$ cat src/rtl/stream_mux_nx1_if.sv
// Stream mux port bundle: N input channels, one registered output.
// master drives the inputs, slave is the mux itself.
interface stream_mux_nx1_if #(
  parameter int N     = 4,
  parameter int WIDTH = 8
);
  localparam int SEL_W = $clog2(N);

  logic [N*WIDTH-1:0] in_data;
  logic [N-1:0]       in_valid;
  logic [N-1:0]       in_ready;
  logic               mode;
  logic [SEL_W-1:0]   sel;
  logic [WIDTH-1:0]   out_data;
  logic               out_valid;
  logic               out_ready;
  logic [SEL_W-1:0]   out_chan;

  modport master (
    output in_data,
    output in_valid,
    output mode,
    output sel,
    output out_ready,
    input  in_ready,
    input  out_data,
    input  out_valid,
    input  out_chan
  );

  modport slave (
    input  in_data,
    input  in_valid,
    input  mode,
    input  sel,
    input  out_ready,
    output in_ready,
    output out_data,
    output out_valid,
    output out_chan
  );
endinterface

$ cat src/rtl/stream_mux_nx1.sv
// N-input registered stream mux with explicit-select and
// round-robin modes, one-entry output register.
module stream_mux_nx1 #(
  parameter int N     = 4,
  parameter int WIDTH = 8
) (
  input logic             clk,
  input logic             rst,
  stream_mux_nx1_if.slave s
);
  localparam int SEL_W = $clog2(N);

  logic [WIDTH-1:0] data_q;
  logic             valid_q;
  logic [SEL_W-1:0] chan_q;
  logic [SEL_W-1:0] last_q;

  logic             load_en;
  logic             grant_vld;
  logic [SEL_W-1:0] grant_idx;
  logic [SEL_W-1:0] rr_idx;
  logic [WIDTH-1:0] word;
  logic             xfer;

  assign load_en = !valid_q || s.out_ready;
  assign xfer    = load_en && grant_vld && !rst;

  always_comb begin
    grant_vld = 1'b0;
    grant_idx = '0;
    rr_idx    = '0;
    unique case (s.mode)
      1'b0: begin
        for (int i = 0; i < N; i++) begin
          if (s.sel == SEL_W'(i) && s.in_valid[i]) begin
            grant_vld = 1'b1;
            grant_idx = SEL_W'(i);
          end
        end
      end
      1'b1: begin
        // scan upward from the channel after the last grant
        for (int k = 1; k <= N; k++) begin
          rr_idx = SEL_W'((int'(last_q) + k) % N);
          if (!grant_vld && s.in_valid[rr_idx]) begin
            grant_vld = 1'b1;
            grant_idx = rr_idx;
          end
        end
      end
      default: ;
    endcase
  end

  always_comb begin
    word = '0;
    for (int i = 0; i < N; i++) begin
      if (grant_idx == SEL_W'(i)) begin
        word = s.in_data[i*WIDTH +: WIDTH];
      end
    end
  end

  always_comb begin
    s.in_ready = '0;
    for (int i = 0; i < N; i++) begin
      s.in_ready[i] = xfer && (grant_idx == SEL_W'(i));
    end
  end

  always_ff @(posedge clk) begin
    if (rst) begin
      data_q  <= '0;
      valid_q <= 1'b0;
      chan_q  <= '0;
      last_q  <= SEL_W'(N - 1);
    end else if (xfer) begin
      data_q  <= word;
      valid_q <= 1'b1;
      chan_q  <= grant_idx;
      if (s.mode) begin
        last_q <= grant_idx;
      end
    end else if (s.out_ready) begin
      valid_q <= 1'b0;
    end
  end

  assign s.out_data  = data_q;
  assign s.out_valid = valid_q;
  assign s.out_chan  = chan_q;
endmodule

$ cat src/flat_wrapper.sv
// flat-port wrapper written by rule: the top's interface ports become plain ports
module stream_mux_nx1_flat 
#(
  parameter int N     = 4,
  parameter int WIDTH = 8
)
  (clk, rst, s_in_data, s_in_valid, s_mode, s_sel, s_out_ready, s_in_ready, s_out_data, s_out_valid, s_out_chan);
  stream_mux_nx1_if #(.N(N), .WIDTH(WIDTH)) s_i ();
  input logic clk;
  input logic rst;
  input wire logic [$bits(s_i.in_data)-1:0] s_in_data;
  input wire logic [$bits(s_i.in_valid)-1:0] s_in_valid;
  input wire logic [$bits(s_i.mode)-1:0] s_mode;
  input wire logic [$bits(s_i.sel)-1:0] s_sel;
  input wire logic [$bits(s_i.out_ready)-1:0] s_out_ready;
  output wire logic [$bits(s_i.in_ready)-1:0] s_in_ready;
  output wire logic [$bits(s_i.out_data)-1:0] s_out_data;
  output wire logic [$bits(s_i.out_valid)-1:0] s_out_valid;
  output wire logic [$bits(s_i.out_chan)-1:0] s_out_chan;
  assign s_i.in_data = s_in_data;
  assign s_i.in_valid = s_in_valid;
  assign s_i.mode = s_mode;
  assign s_i.sel = s_sel;
  assign s_i.out_ready = s_out_ready;
  assign s_in_ready = s_i.in_ready;
  assign s_out_data = s_i.out_data;
  assign s_out_valid = s_i.out_valid;
  assign s_out_chan = s_i.out_chan;
  stream_mux_nx1 #(.N(N), .WIDTH(WIDTH)) u_core (.clk(clk), .rst(rst), .s(s_i));
endmodule
$ cat config.mk
export PLATFORM = sky130hd
export DESIGN_NAME = stream_mux_nx1_flat
export DESIGN_NICKNAME = d
export VERILOG_FILES = /design/src/rtl/stream_mux_nx1_if.sv /design/src/rtl/stream_mux_nx1.sv /design/src/flat_wrapper.sv
export SDC_FILE = /design/constraint.sdc
export NUM_CORES = 1
export LEC_CHECK = 0
export BUFFER_PORTS_ARGS = -buffer_cell sky130_fd_sc_hd__buf_2
export CAP_MARGIN = 5
export CORE_MARGIN = 3
export CORE_UTILIZATION = 30
export CTS_CLUSTER_DIAMETER = 40
export CTS_CLUSTER_SIZE = 25
export DETAILED_ROUTE_END_ITERATION = 12
export GPL_TIMING_DRIVEN = 0
export SLEW_MARGIN = 40
export SYNTH_ARGS = -nofsm -noshare
export SYNTH_HDL_FRONTEND = slang
export SYNTH_SLANG_ARGS = --single-unit
$ cat constraint.sdc
create_clock -name clk -period 1.7 [get_ports clk]
set_clock_uncertainty 0.1 [all_clocks]
set_input_delay 0.17 -clock clk [delete_from_list [all_inputs] [get_ports clk]]
set_output_delay 0.17 -clock clk [all_outputs]
set_load 0.005 [all_outputs]
==> results.json <==
{
  "ctsHoldBuffers": 0,
  "avgSynthCellArea_um2": 8.608,
  "worstSkewPairLatency_ps": 250,
  "synth_ff_type": "dfxtp_1",
  "antenna_left": 0,
  "worstPathArrival_ps": 1920,
  "min_period_ps": 2188,
  "pin_count": 57,
  "synth_edf_count": 0,
  "ys.warnings.count": 0,
  "die_x_um": 69.61,
  "p_sw_uw": 482.7,
  "dr.pass1.iters": 4,
  "core_mm2": 0.003771,
  "cts_buffers": 3,
  "finalNonFillerCells": 268,
  "switching_share_pct": 36.02,
  "holdPathStages": 4,
  "grt_pass1_vias": 1515,
  "clock_power_share_pct": 22.5,
  "ir_drop_uv": 347.1,
  "finish.utilization_pct": 55.01,
  "gp_congestion": 0.8144,
  "layout_setup_ws_ps": -488.4,
  "syn-num-nets": 183,
  "r2r_start": "u_core.last_q[0]",
  "die_area_mm2": 0.004845,
  "grt-ovfl-total": 0,
  "reg2reg_depth": 8,
  "viasPerCell": 5.612,
  "rows": 22,
  "worst_slew_pin_slew_ps": 615.6,
  "power_density_mw_per_mm2": 646.1,
  "drc": 0,
  "power.leakage_uw": 0.0009019,
  "synthesis.area_mm2": 0.001214,
  "synth-seq-area-share_pct": 21.44,
  "slew_viol_final": 0,
  "cts_tree": "done",
  "ys_seq_elements": 13,
  "crit_type": "register to output port",
  "relSlewSlack_pct": 58.96,
  "clock_path_buffers": 2,
  "grt_setup_unrepaired": "yes",
  "maxCapViolCount": 0,
  "vias": 1504,
  "h-tree-depth": 1,
  "cp-end-kind": "output port",
  "synth_cells": 141,
  "power_frac_comb_pct": 49.6,
  "required_ps": 1430,
  "critPathMaxFanout": 10,
  "n_antenna_cell": 0,
  "clock-sinks": 13,
  "rrSetupSlack_ps": -340,
  "drive_above_1_share_pct": 60.00,
  "outcome": "complete, but fails checks",
  "fmax_mhz": 457.0,
  "routedWlPerCell_um": 17.12,
  "hold_viol": 0,
  "initial_core_util_pct": 32.18,
  "hp-class": "input port to register",
  "async_flop_share_pct": 0,
  "synthToLayoutAreaGrowth_pct": 70.93,
  "grt_start_max_net_pins": 11,
  "fin_crit_sh_pct": 128.7,
  "hpwl_mm": 3.028,
  "final_area_mm2": 0.002074,
  "path_clk_slew_ps": 60,
  "dp.cells": 244,
  "placed_area_mm2": 0.001738,
  "yosysUniqueCellTypes": 43,
  "nNetsFinal": 263,
  "numPortBuffers": 55,
  "setup_viol_count_final": 17,
  "cp-start-kind": "register",
  "drt_wl_total_mm": 4.589,
  "p_int_uw": 857.6,
  "grt_pass1_wl_mm": 7.176,
  "root_buffer": "clkbuf_8",
  "antenna_found_initial": 0,
  "chipHeight_um": 69.61,
  "seqPwrFrac_pct": 27.9,
  "worst_r2r_endpoint": "u_core.s.out_data[0]",
  "drt_iter0_drc": 52,
  "holdPathEnd": "u_core.s.out_valid",
  "grt_usage_pct": 18.20,
  "violations": "negative setup slack",
  "hold_start": "s_out_ready"
}
worst max-delay path, cell delays in order (launching register included):
cell       delay (ps)
dfxtp_2           330
buf_6             130
a2111oi_2         500
o311ai_2          170
nand2_1           160
buf_4             210
nor3_2             60
buf_2             120
area by class of cell:
type | count | area (um2)
Timing Repair Buffer | 75 | 460.4
Inverter | 3 | 11.26
Tap cell | 48 | 60.06
Multi-Input combinational cell | 112 | 1110
Fill cell | 325 | 1697
Buffer | 13 | 125.1
Clock buffer | 4 | 45.04
Sequential cell | 13 | 262.8
routing by layer:
layer  GRT usage (%)  wire length, um
met1           21.30             1884
met2           33.90             2412
met3           2.319              219
met4           5.640               73
met5               0                0
cells by family (layout without fill, tap and decap cells):
kind of cell | after synthesis | count (layout) | share of synthesized area [%]
flops | 13 | 13 | 21.44
simple gates | 55 | 55 | 28.04
buf+inv | 16 | 95 | 9.484
compound gates | 51 | 51 | 34.43
mux | 6 | 6 | 6.598
timing repair:
action                     4_1_cts  5_1_grt
cloned                           1        0
setup endpoints to repair       17       17
pin swaps                        4        8
setup buffers                   15        7
gates resized for setup         16       13
power by group through the flow:
| stage | clock network [uW] | logic (uW) | registers (uW) |
|---|---|---|---|
| global placement | 0 | 513 | 376 |
| detailed placement | 0 | 523 | 378 |
| CTS | 299 | 609 | 374 |
| floorplan | 0 | 348 | 379 |
| finish | 302 | 665 | 373 |
| global route | 317 | 711 | 379 |
Yosys cell counts (2+ instances only):
cell type | count | area [um2]
a21oi_1 | 3 | 15.01
nor2b_1 | 19 | 118.9
or2_1 | 2 | 12.51
inv_1 | 3 | 11.26
o31ai_1 | 9 | 67.56
buf_6 | 6 | 67.56
mux2_2 | 3 | 33.78
mux2i_1 | 2 | 20.02
buf_4 | 2 | 15.01
nand2b_1 | 2 | 12.51
a2111oi_2 | 2 | 30.03
nor2_1 | 6 | 22.52
and2b_1 | 7 | 52.55
o311a_2 | 2 | 22.52
clkbuf_1 | 3 | 11.26
dfxtp_1 | 13 | 260.3
nor3_1 | 4 | 20.02
a221oi_1 | 16 | 140.1
buf_2 | 2 | 10.01
o21ai_0 | 8 | 40.04
and3_1 | 3 | 18.77
nand2_1 | 3 | 11.26
stage by stage:
stage / setup TNS (ps) / setup WS [ps] / hold slack [ps] / total power (uW)
global route: -6262 / -572.8 / 146.9 / 1407
detailed placement: -4530 / -357.7 / 368.7 / 900.7
global placement: -4360 / -364.6 / 367.4 / 889.7
floorplan: -1273 / -120.4 / 250.9 / 727.6
CTS: -4798 / -465.8 / 110.7 / 1281
finish: -5117 / -488.4 / 114.8 / 1340
how the worst max path moves through the flow:
stage | depth (start not counted) | end | from | slack, ps
global placement | 6 | u_core.last_q[1] | s_in_valid[1] | -360
floorplan | 7 | u_core.s.out_data[5] | u_core.last_q[0] | -120
global route | 7 | s_in_ready[0] | u_core.last_q[0] | -570
detailed placement | 8 | s_in_ready[0] | s_in_valid[2] | -360
CTS | 7 | s_in_ready[2] | u_core.last_q[0] | -470
finish | 7 | s_in_ready[0] | u_core.last_q[0] | -490
layout by cell type, fill, tap and decap left out, drive strengths merged, types with 2 or more instances in the layout:
cell	instances
nor2	7
nor4	2
mux2	3
clkbuf	8
a21oi	3
dfxtp	13
nor2b	19
o311a	2
nand2	3
a2111oi	2
buf	84
and2b	7
o21ai	9
mux2i	2
inv	3
a221oi	16
nand2b	2
and3	3
or2	2
nor3	4
o31ai	10
state kept, by name, summed over array words and instances (netlist names):
signal / count
u_core.s.out_data: 8
u_core.s.out_chan: 2
u_core.s.out_valid: 1
u_core.last_q: 2
Power figures use the tool's default switching activity.
